## src/rtl/vga_timing_gen.sv

```systemverilog
// Raster timing generator: pixel coordinates, visible-region flag, active-low syncs,
// a frame-start strobe and an 8-bit frame counter, all registered and mutually aligned.
module vga_timing_gen #(
  parameter int unsigned H_VISIBLE = 640,
  parameter int unsigned H_FRONT   = 16,
  parameter int unsigned H_SYNC    = 96,
  parameter int unsigned H_BACK    = 48,
  parameter int unsigned V_VISIBLE = 480,
  parameter int unsigned V_FRONT   = 10,
  parameter int unsigned V_SYNC    = 2,
  parameter int unsigned V_BACK    = 33
) (
  input  logic       vga_clk,
  input  logic       reset,
  output logic [9:0] DrawX,
  output logic [9:0] DrawY,
  output logic       blank,
  output logic       hs,
  output logic       vs,
  output logic       frame_start,
  output logic [7:0] frame_count
);

  localparam int unsigned H_TOTAL = H_VISIBLE + H_FRONT + H_SYNC + H_BACK;
  localparam int unsigned V_TOTAL = V_VISIBLE + V_FRONT + V_SYNC + V_BACK;

  localparam logic [9:0] HLast    = 10'(H_TOTAL - 1);
  localparam logic [9:0] VLast    = 10'(V_TOTAL - 1);
  localparam logic [9:0] HVis     = 10'(H_VISIBLE);
  localparam logic [9:0] VVis     = 10'(V_VISIBLE);
  localparam logic [9:0] HsStart  = 10'(H_VISIBLE + H_FRONT);
  localparam logic [9:0] HsEnd    = 10'(H_VISIBLE + H_FRONT + H_SYNC);
  localparam logic [9:0] VsStart  = 10'(V_VISIBLE + V_FRONT);
  localparam logic [9:0] VsEnd    = 10'(V_VISIBLE + V_FRONT + V_SYNC);

  logic [9:0] draw_x_q, draw_x_d;
  logic [9:0] draw_y_q, draw_y_d;
  logic       blank_q, blank_d;
  logic       hs_q, hs_d;
  logic       vs_q, vs_d;
  logic       frame_start_q, frame_start_d;
  logic [7:0] frame_count_q, frame_count_d;

  // Flags are derived from the next coordinates so they line up with the registered pixel.
  always_comb begin
    draw_x_d = draw_x_q + 10'd1;
    draw_y_d = draw_y_q;
    if (draw_x_q == HLast) begin
      draw_x_d = '0;
      draw_y_d = (draw_y_q == VLast) ? '0 : draw_y_q + 10'd1;
    end
    blank_d       = (draw_x_d < HVis) && (draw_y_d < VVis);
    hs_d          = !((draw_x_d >= HsStart) && (draw_x_d < HsEnd));
    vs_d          = !((draw_y_d >= VsStart) && (draw_y_d < VsEnd));
    frame_start_d = (draw_x_d == '0) && (draw_y_d == '0);
    frame_count_d = frame_start_d ? frame_count_q + 8'd1 : frame_count_q;
  end

  // Reset parks the counters on the last pixel so the first free edge lands on (0,0).
  always_ff @(posedge vga_clk) begin
    if (reset) begin
      draw_x_q      <= HLast;
      draw_y_q      <= VLast;
      blank_q       <= 1'b0;
      hs_q          <= 1'b1;
      vs_q          <= 1'b1;
      frame_start_q <= 1'b0;
      frame_count_q <= '0;
    end else begin
      draw_x_q      <= draw_x_d;
      draw_y_q      <= draw_y_d;
      blank_q       <= blank_d;
      hs_q          <= hs_d;
      vs_q          <= vs_d;
      frame_start_q <= frame_start_d;
      frame_count_q <= frame_count_d;
    end
  end

  assign DrawX       = draw_x_q;
  assign DrawY       = draw_y_q;
  assign blank       = blank_q;
  assign hs          = hs_q;
  assign vs          = vs_q;
  assign frame_start = frame_start_q;
  assign frame_count = frame_count_q;

endmodule

```

## config.mk

```make
export PLATFORM = sky130hd
export DESIGN_NAME = vga_timing_gen
export DESIGN_NICKNAME = d
export VERILOG_FILES = /design/src/rtl/vga_timing_gen.sv
export SDC_FILE = /design/constraint.sdc
export NUM_CORES = 1
export LEC_CHECK = 0
export CAP_MARGIN = 20
export CORE_ASPECT_RATIO = 0.75
export CORE_MARGIN = 10
export CORE_UTILIZATION = 52
export DETAILED_ROUTE_END_ITERATION = 10
export GPL_TIMING_DRIVEN = 0
export HOLD_SLACK_MARGIN = 0.02
export PLACE_DENSITY = 0.88
export SYNTH_ARGS = -nofsm -noshare
export SYNTH_HDL_FRONTEND = slang
export SYNTH_SLANG_ARGS = --single-unit
```

## constraint.sdc

```tcl
create_clock -name vga_clk -period 3.2 [get_ports vga_clk]
set_input_delay 0.48 -clock vga_clk [delete_from_list [all_inputs] [get_ports vga_clk]]
set_output_delay 0.48 -clock vga_clk [all_outputs]
set_load 0.005 [all_outputs]
```

Word level (Yosys, flattened, before mapping)
Cells that the tools add are included.

Register bits: 32. Bits of input ports: 2. Output and inout bits: 32.

Add/sub/neg operators: 3. $lt $le $gt $ge: 6. Equal/unequal tests: 2. Mux-type cells: 3. Reductions and logical operators: 8.

Operator list (number): two-way mux 10 bit (3); adder 10 x 1 -> 10 bit (second input constant) (2); equality test 10 bit (second input constant) (2); logical NOT 10 bit (2); less-than comparator 10 bit (second input constant) (2); less-than comparator 10 x 9 -> 1 bit (second input constant) (2); >= comparator 10 bit (second input constant) (1); >= comparator 10 x 9 -> 1 bit (second input constant) (1); adder 8 x 1 -> 8 bit (second input constant) (1); logical AND 1 bit (4); logical NOT 1 bit (2).

Longest topological paths before layout
Gate-level depths: netlist of run 1.

Word-level depth: 6. Depth in mapped cells: 11.

Worst setup path before layout of run 1
No wires, ideal clock.

Path kind: reg2reg. From: reg draw_x_q[0], in the netlist DrawX[0]. To: reg frame_count_q[5], in the netlist frame_count[5]. Data arrival time: 2677 ps. Data required time: 3130 ps. Slack: 453 ps. Stages on the path, launching flop included: 10. Period minus slack after synthesis: 2747 ps. Cells stage by stage: dfxtp_1 ha_1 buf_4 nand4_1 nor4_1 xor2_1 a2111oi_4 nand4bb_2 or4_1 a21oi_1.

Longest elaborated chain between the ends: 4. Elaborated cells between the ends (all ways): 7. Classes of those cells: 1 x add/sub; 1 x eq/ne; 2 x mux; 3 x reduce/logical.

Ends and longest elaborated chain: from (decl) (line 36) `logic [9:0] draw_x_q, draw_x_d;`; from (signal assigned) (line 62) `draw_x_q <= HLast;`; from (signal assigned) (line 70) `draw_x_q <= draw_x_d;`; adder 10 x 1 -> 10 bit or equality test 10 bit (tied branches) (line 46, 48); two-way mux 10 bit (line 48) `if (draw_x_q == HLast) begin`; logical NOT 10 bit (line 55) `frame_start_d = (draw_x_d == '0) && (draw_y_d == '0);`; logical AND 1 bit (*) (line 55); to (signal assigned) (line 76) `frame_count_q <= frame_count_d;`; to (decl) (line 42) `logic [7:0] frame_count_q, frame_count_d;`.

Mark *: on every way between the ends. The rest lies on a longest branch, timed or not. A chain may end at the register's enable or synchronous reset.

Final worst setup path of run 1
From: reg draw_x_q[0], in the netlist DrawX[0]. To: reg frame_count_q[2], in the netlist frame_count[2].

The elaborated chain is that of the path after synthesis.

==> metrics.md, run 1 <==
| Metric | Value |
|---|---|
| Post-synthesis cell area | `1910 um2` |
| Min-Delay Path Class | `reg2reg` |
| Crit-path max FO | `10` |
| Min Tclk post-route | `roughly 3 ns` |
| Async set-reset flop share out of synthesis | `0%` |
| Drt total wl | `5.15 mm` |
| Clock Pin Slew Worst Setup and Hold Paths | `0.07 ns` |
| Routed WL per cell | `16.1 um` |
| Congestion Overflow GR | `0` |
| Power Total | `1.72 mW` |
| Pwr/cell area | `711 nW/um2` |
| Leak | `just over 0.8 nW` |
| ANT nets after route | `0` |
| Post-synth EDFFs | `0` |
| CTS root buffer | `clkbuf_8` |
| Most common cell in the netlist | `dfxtp_1` |
| Initial antenna violation count | `0` |
| Least-Margin Pin Slew | `0.651 ns` |
| Detailed Place HPWL | `3.72 mm` |
| Number of max-cap violations | `0` |
| Worst setup SP type | `flop` |
| DRT Pass-1 Iters | `4` |
| Nets | `275` |
| Tot GR Track Use | `15.7%` |
| Kind of critical path | `reg2reg` |
| Final Hold Viols | `0` |
| Clk_skew | `0.00530 ns` |
| Antenna cells | `0` |
| CP Buf/Inv Count | `3` |
| Yosys cell types | `50` |
| Critical Path RT | `3.41 ns` |
| Setup TNS | `0 ns` |
| Cell Chain, Critical Path | `ha_1 -> buf_4 -> nand4_1 -> buf_4 -> nor4_2 -> xor2_1 -> a2111oi_4 -> nand4bb_2 -> buf_2 -> or3_1 -> a21oi_1` |
| WP data arrival | `roughly 3.2 ns` |
| Synth top cells by count | `dfxtp_1, nand2_1, a21oi_1, nor2_1, nand3_1` |
| CP endpoint kind | `flop` |
| Cell family contributing the most delay on the critical path | `simple AND/OR/NAND/NOR gates` |
| Final GP Congestion | `0.857` |
| Clk sinks | `32` |
| Crit share post-route | `93.9%` |
| Cells after Synth | `roughly 230` |
| Share of cells above drive strength 1 | `13.0%` |
| Placement row count | `18` |
| Yosys warnings | `0` |
| Initial cell density of the core | `between 50% and 60%` |
| Status | `completed` |
| Routed vias | `1895` |
| Core area | `3400 um2` |
| Sequential cell area fraction in the yosys report | `33.6%` |
| Number of synthesized register bits | `32` |
| Slowest cell on the critical path | `dfxtp_1` |
| Syn nets | `233` |
| Fin. max-slew vios | `0` |
| Total CTS buffers | `5` |
| VDD IR-drop max | `approximately 0.00052 V` |
| Largest net degree at the start of global routing | `11` |
| Synthesis-to-finish area growth | `26.6%` |
| CP peak stage delay | `0.48 ns` |
| Synth Flop Type | `dfxtp_1` |
| Yosys top cell area share | `33.6%` |
| Die height | `72.4 um` |
| Number of setup violations in the final report | `0` |
| RSZ-0062 raised after global routing | `false` |
| H-tree Lvls | `2` |
| DRC | `0` |
| Vias per cell | `5.92` |
| Worst-Skew Late Latency | `0.29 ns` |
| Synthesized area per cell | `8.40 um2` |
| Die W | `89.9 um` |
| First-pass GRT wire length | `8.46 mm` |
| Number of global-route vias before repair | `1774` |
| PortBufs | `33` |
| Longest Clk Path Bufs | `2` |
| I/O pin cnt | `34` |
| Top post-synthesis cells by area | `dfxtp_1, nand2_1, xnor2_1` |
| Die area | `approximately 6500 um2` |
| Synth area leader | `dfxtp_1` |
| Relative slew slack | `56.2%` |
| Initial DRC Count | `a little under 200` |
| Max frequency | `333 MHz` |
| CTS Hold Buffers Added | `0` |
| Most used cell, CP | `buf_4` |
| TritonCTS clock tree | `built` |
state kept, by name, summed over array words and instances (netlist names):
register	count
DrawX	10
DrawY	10
frame_start	1
frame_count	8
blank	1
vs	1
hs	1
final timing paths:
| check | from | to | slack (ns) | depth (start not counted) |
|---|---|---|---|---|
| min | frame_count[7] | frame_count[7] | 0.49 | 2 |
| max | DrawX[0] | frame_count[2] | 0.19 | 11 |
| min reg2reg | frame_count[7] | frame_count[7] | 0.49 | 2 |
| max reg2reg | DrawX[0] | frame_count[2] | 0.19 | 11 |
tightest hold or removal path, delay by kind of cell, from the launching register on:
family	cells	cell delay, ns
DFF	1	0.32
AOI/OAI and AO/OA	2	0.12
report_power, final:
| group | leakage (nW) | internal (mW) | switching, mW |
|---|---|---|---|
| Sequential | 0.260 | 0.461 | 0.0777 |
| Combinational | 0.517 | 0.402 | 0.453 |
| Clock | 0.0510 | 0.171 | 0.151 |
final cells by class:
type / count / area [um2]
Buffer: 16 / 103
Clock buffer: 6 / 82.6
Clock inverter: 2 / 10.0
Fill cell: 257 / 987
Inverter: 6 / 22.5
Multi-Input combinational cell: 173 / 1150
Sequential cell: 32 / 641
Tap cell: 50 / 62.6
Timing Repair Buffer: 35 / 345
routing by layer:
metal  routed length, um  track usage [%]  up-vias
met4                 138             8.80        0
met3                 440             4.52       15
met1                2310             20.1      887
li1                    -                -      914
met5                   0                0        -
met2                2260             23.2       79
per-stage QoR:
step,util (%),worst slack [ns],hold WS (ns),cell area (um2),instances
6_report,71.0,0.194,0.489,2410,320
5_1_grt,71.0,0.0203,0.526,2410,320
4_1_cts,71.0,0.229,0.480,2410,320
3_5_place_dp,67.6,-0.111,0.468,2300,310
3_3_place_gp,67.6,-0.0409,0.463,2300,310
2_1_floorplan,-,0.453,0.468,1910,227
kinds of logic (layout without fill, tap and decap cells):
logic type               count (synthesis)  after routing  share of synthesized area (%)
buffers and inverters                   22             65                           6.56
adder cells (fa/ha/maj)                  4              4                           2.62
multiplexers                             1              1                          0.525
AND/OR/NAND/NOR                        103            103                           31.5
XOR/XNOR                                12             12                           5.51
flip-flops                              32             32                           33.6
AO/OA/AOI/OAI                           53             53                           19.7
what timing repair did:
item	in CTS	in global routing
endpoints found under the setup margin	5	0
gates resized for setup	1	0
buffers inserted	2	0
placed cells by master (no fill, tap or decap), types with 4 or more instances in the layout:
master | Yosys | layout
a211oi_1 | 4 | 4
clkbuf_8 | 0 | 6
inv_1 | 6 | 6
xnor2_1 | 9 | 9
or3_1 | 5 | 5
o31ai_1 | 4 | 4
nand4_1 | 6 | 6
ha_1 | 4 | 4
a21oi_1 | 15 | 15
o21ai_1 | 4 | 4
nand2_1 | 22 | 22
nand3_1 | 10 | 10
a21o_1 | 5 | 5
clkdlybuf4s50_1 | 0 | 33
buf_2 | 4 | 4
or4_1 | 5 | 5
o21ai_0 | 7 | 7
clkbuf_1 | 5 | 5
nor3_1 | 6 | 6
or2_2 | 4 | 4
and3_1 | 4 | 4
nor2_1 | 15 | 15
nand2b_1 | 4 | 4
buf_4 | 4 | 6
dfxtp_1 | 32 | 32
(Power assumes the default switching activity.)
==> inputs of run 2 (changes only) <==
--- a/config.mk
+++ b/config.mk
@@ -11,7 +11,7 @@
 export CORE_UTILIZATION = 52
 export DETAILED_ROUTE_END_ITERATION = 10
 export GPL_TIMING_DRIVEN = 0
-export HOLD_SLACK_MARGIN = 0.02
+export HOLD_SLACK_MARGIN = 0.15
 export PLACE_DENSITY = 0.88
 export SYNTH_ARGS = -nofsm -noshare
 export SYNTH_HDL_FRONTEND = slang
==> results of run 2 <==
Final layout, timing and power as in run 1 (identical DEF).
==> inputs of run 3 (changes only) <==
--- a/config.mk
+++ b/config.mk
@@ -7,12 +7,12 @@
 export LEC_CHECK = 0
 export CAP_MARGIN = 20
 export CORE_ASPECT_RATIO = 0.75
-export CORE_MARGIN = 10
 export CORE_UTILIZATION = 52
 export DETAILED_ROUTE_END_ITERATION = 10
 export GPL_TIMING_DRIVEN = 0
 export HOLD_SLACK_MARGIN = 0.15
 export PLACE_DENSITY = 0.88
+export RECOVER_POWER = 100
 export SYNTH_ARGS = -nofsm -noshare
 export SYNTH_HDL_FRONTEND = slang
 export SYNTH_SLANG_ARGS = --single-unit
==> run 3 against run 2 <==
Combinational power down 3.9%. Sequential power down 0.9%. Utilization unchanged. Largest power group unchanged. Clock skew about the same. Hold slack better by 0.0013 ns. Flip-flop and latch count unchanged. Design area unchanged. Global-route usage up 11 points. Sequential share of layout area up 0.10 points.
==> metrics.md, run 3 (synthesis gave the netlist of run 1 again) <==
| Metric | Value |
|---|---|
| Drt total wl | `4.82 mm` |
| Cell Chain, Critical Path | `ha_1 -> nand3_1 -> a2111oi_1 -> o21ai_1 -> a2111oi_4 -> nand4bb_2 -> clkbuf_4 -> or3_1 -> a21oi_1` |
| Cell family contributing the most delay on the critical path | `compound AO/OA/AOI/OAI gates` |
| Antenna cells | `0` |
| Gr busiest metal | `met2` |
| First-pass GRT wire length | `around 7.5 mm` |
| Cell count of the worst hold path | `2` |
| Least-Margin Pin Slew | `0.670 ns` |
| Most common cell after layout, fill and taps aside | `dlygate4sd3_1` |
| Number of setup violations in the final report | `0` |
| Final Hold Viols | `0` |
| PortBufs | `33` |
| Fin. max-slew vios | `0` |
| Vias per cell | `about 6` |
| Placement row count | `18` |
| Detailed Place HPWL | `3.47 mm` |
| DRC | `0` |
| M1 GR Usage | `between 30 and 40%` |
| Core area | `3400 um2` |
| Congestion Overflow GR | `0` |
| CTS Hold Buffers Added | `0` |
| Routed vias | `1865` |
| Kind of critical path | `reg2reg` |
| Power Total | `1.68 mW` |
| WP data arrival | `3.21 ns` |
| Worst-Skew Late Latency | `between 0.2 and 0.3 ns` |
| Initial antenna violation count | `0` |
| Die height | `54.4 um` |
| Max frequency | `between 300 and 400 MHz` |
| Die W | `71.9 um` |
| Longest Clk Path Bufs | `2` |
| R2R depth | `9` |
| RSZ-0062 raised after global routing | `false` |
| Number of global-route vias before repair | `~1600` |
| Initial cell density of the core | `approximately 56%` |
| Hold worst-path end | `frame_count[7]` |
| Final setup margin | `0.190 ns` |
| Final GP Congestion | `0.851` |
| H-tree Lvls | `2` |
| Most frequent cells in the layout | `dlygate4sd3_1, dfxtp_1, nand2_1, nor2_1, a21oi_1` |
| Final Core Density | `71.0%` |
| Slowest cell on the critical path | `dfxtp_1` |
| Leak | `0.870 nW` |
| Pwr/cell area | `696 nW/um2` |
| Relative slew slack | `54.9%` |
| Nets | `274` |
| TritonCTS clock tree | `built` |
| Min-Delay Path Class | `reg2reg` |
| VDD IR-drop max | `roughly 0.00052 V` |
| ANT nets after route | `0` |
| Placement Setup Slack | `-0.215 ns` |
| Initial DRC Count | `130` |
| R2r startpoint | `DrawY[0]` |
| Met2 Use GR | `38.2%` |
| Hold path start | `frame_count[7]` |
| Number of max-cap violations | `0` |
| DRT Pass-1 Iters | `4` |
| FF-to-FF End | `frame_count[2]` |
| Largest net degree at the start of global routing | `11` |
| Die area | `3920 um2` |
| Routed WL per cell | `between 15 and 20 um` |
| Min Tclk post-route | `3.01 ns` |
| Worst setup SP type | `flop` |
| Status | `completed` |
| Crit share post-route | `94.1%` |
| Crit-path max FO | `10` |
| Worst R2R Setup Slack | `0.19 ns` |
| Share of cells above drive strength 1 | `13.0%` |
| Synthesis-to-finish area growth | `26.6%` |
| Met3 usage | `5.71%` |
| CTS root buffer | `clkbuf_8` |
| Critical Path RT | `~3.4 ns` |
| I/O pin cnt | `34` |
| Tot GR Track Use | `26.2%` |
| Total CTS buffers | `5` |
| CP Buf/Inv Count | `1` |
| CP peak stage delay | `0.48 ns` |
| Clock Pin Slew Worst Setup and Hold Paths | `0.07 ns` |
| Clk sinks | `32` |
| CP endpoint kind | `flop` |
| Clk_skew | `~0.0053 ns` |
[run 3: changes by cell type in the layout (fill, tap and decap cells not counted), sizes merged]
| cell | previous run | this run |
|---|---|---|
| clkbuf | 11 | 13 |
| clkinv | 2 | 0 |
| buf | 13 | 12 |
| clkdlybuf4s50 | 33 | 1 |
| dlygate4sd3 | 0 | 32 |
[run 3: power by group]
group          internal (mW)  leakage, nW  switching, mW
combinational          0.379        0.565          0.443
sequential             0.463        0.260         0.0709
clock                  0.175       0.0455          0.148
[run 3: routing by layer]
metal	part of all wire, %	vias to the layer above
li1	-	911
met1	50	877
met2	42	68
met3	6.4	9
met4	1.4	0
met5	0	-
[run 3: layout make-up]
type / count / area (um2)
well taps: 50 / 62.6
multi-input cells: 173 / 1150
clock buffers: 8 / 90.1
inverters: 6 / 22.5
plain buffers: 15 / 101
flip-flops and latches: 32 / 643
fillers: 269 / 987
repair buffers: 35 / 345
[run 3: worst max path at each step]
| stage | to | startpoint | depth (start not counted) |
|---|---|---|---|
| floorplan | frame_count[5] | DrawX[0] | 9 |
| CTS | frame_count[2] | DrawY[0] | 9 |
| global route | frame_count[2] | DrawX[0] | 12 |
| detailed placement | frame_count[2] | DrawX[0] | 10 |
| global placement | frame_count[2] | DrawX[0] | 10 |
| finish | frame_count[2] | DrawY[0] | 9 |
[run 3: timing repair]
action,in CTS,in global routing
endpoints found under the setup margin,7,4
pin swaps,1,1
gates cloned,0,0
resized for setup,1,4
setup buffers,2,0
[run 3: worst register-to-register path: stages, from the launching register on]
cell,delay [ns]
dfxtp_1,0.48
ha_1,0.28
nand3_1,0.19
a2111oi_1,0.44
o21ai_1,0.16
a2111oi_4,0.35
nand4bb_2,0.24
clkbuf_4,0.27
or3_1,0.34
a21oi_1,0.19
[run 3: stage by stage]
stage	instance area (um2)	TNS [ns]	hold slack (ns)	instances
after CTS	2410	0	0.494	320
after detailed placement	2300	-0.610	0.479	310
after global placement	2300	-0.145	0.472	310
after floorplan	1910	0	0.468	227
final	2410	0	0.490	319
after global routing	2410	0	0.526	319
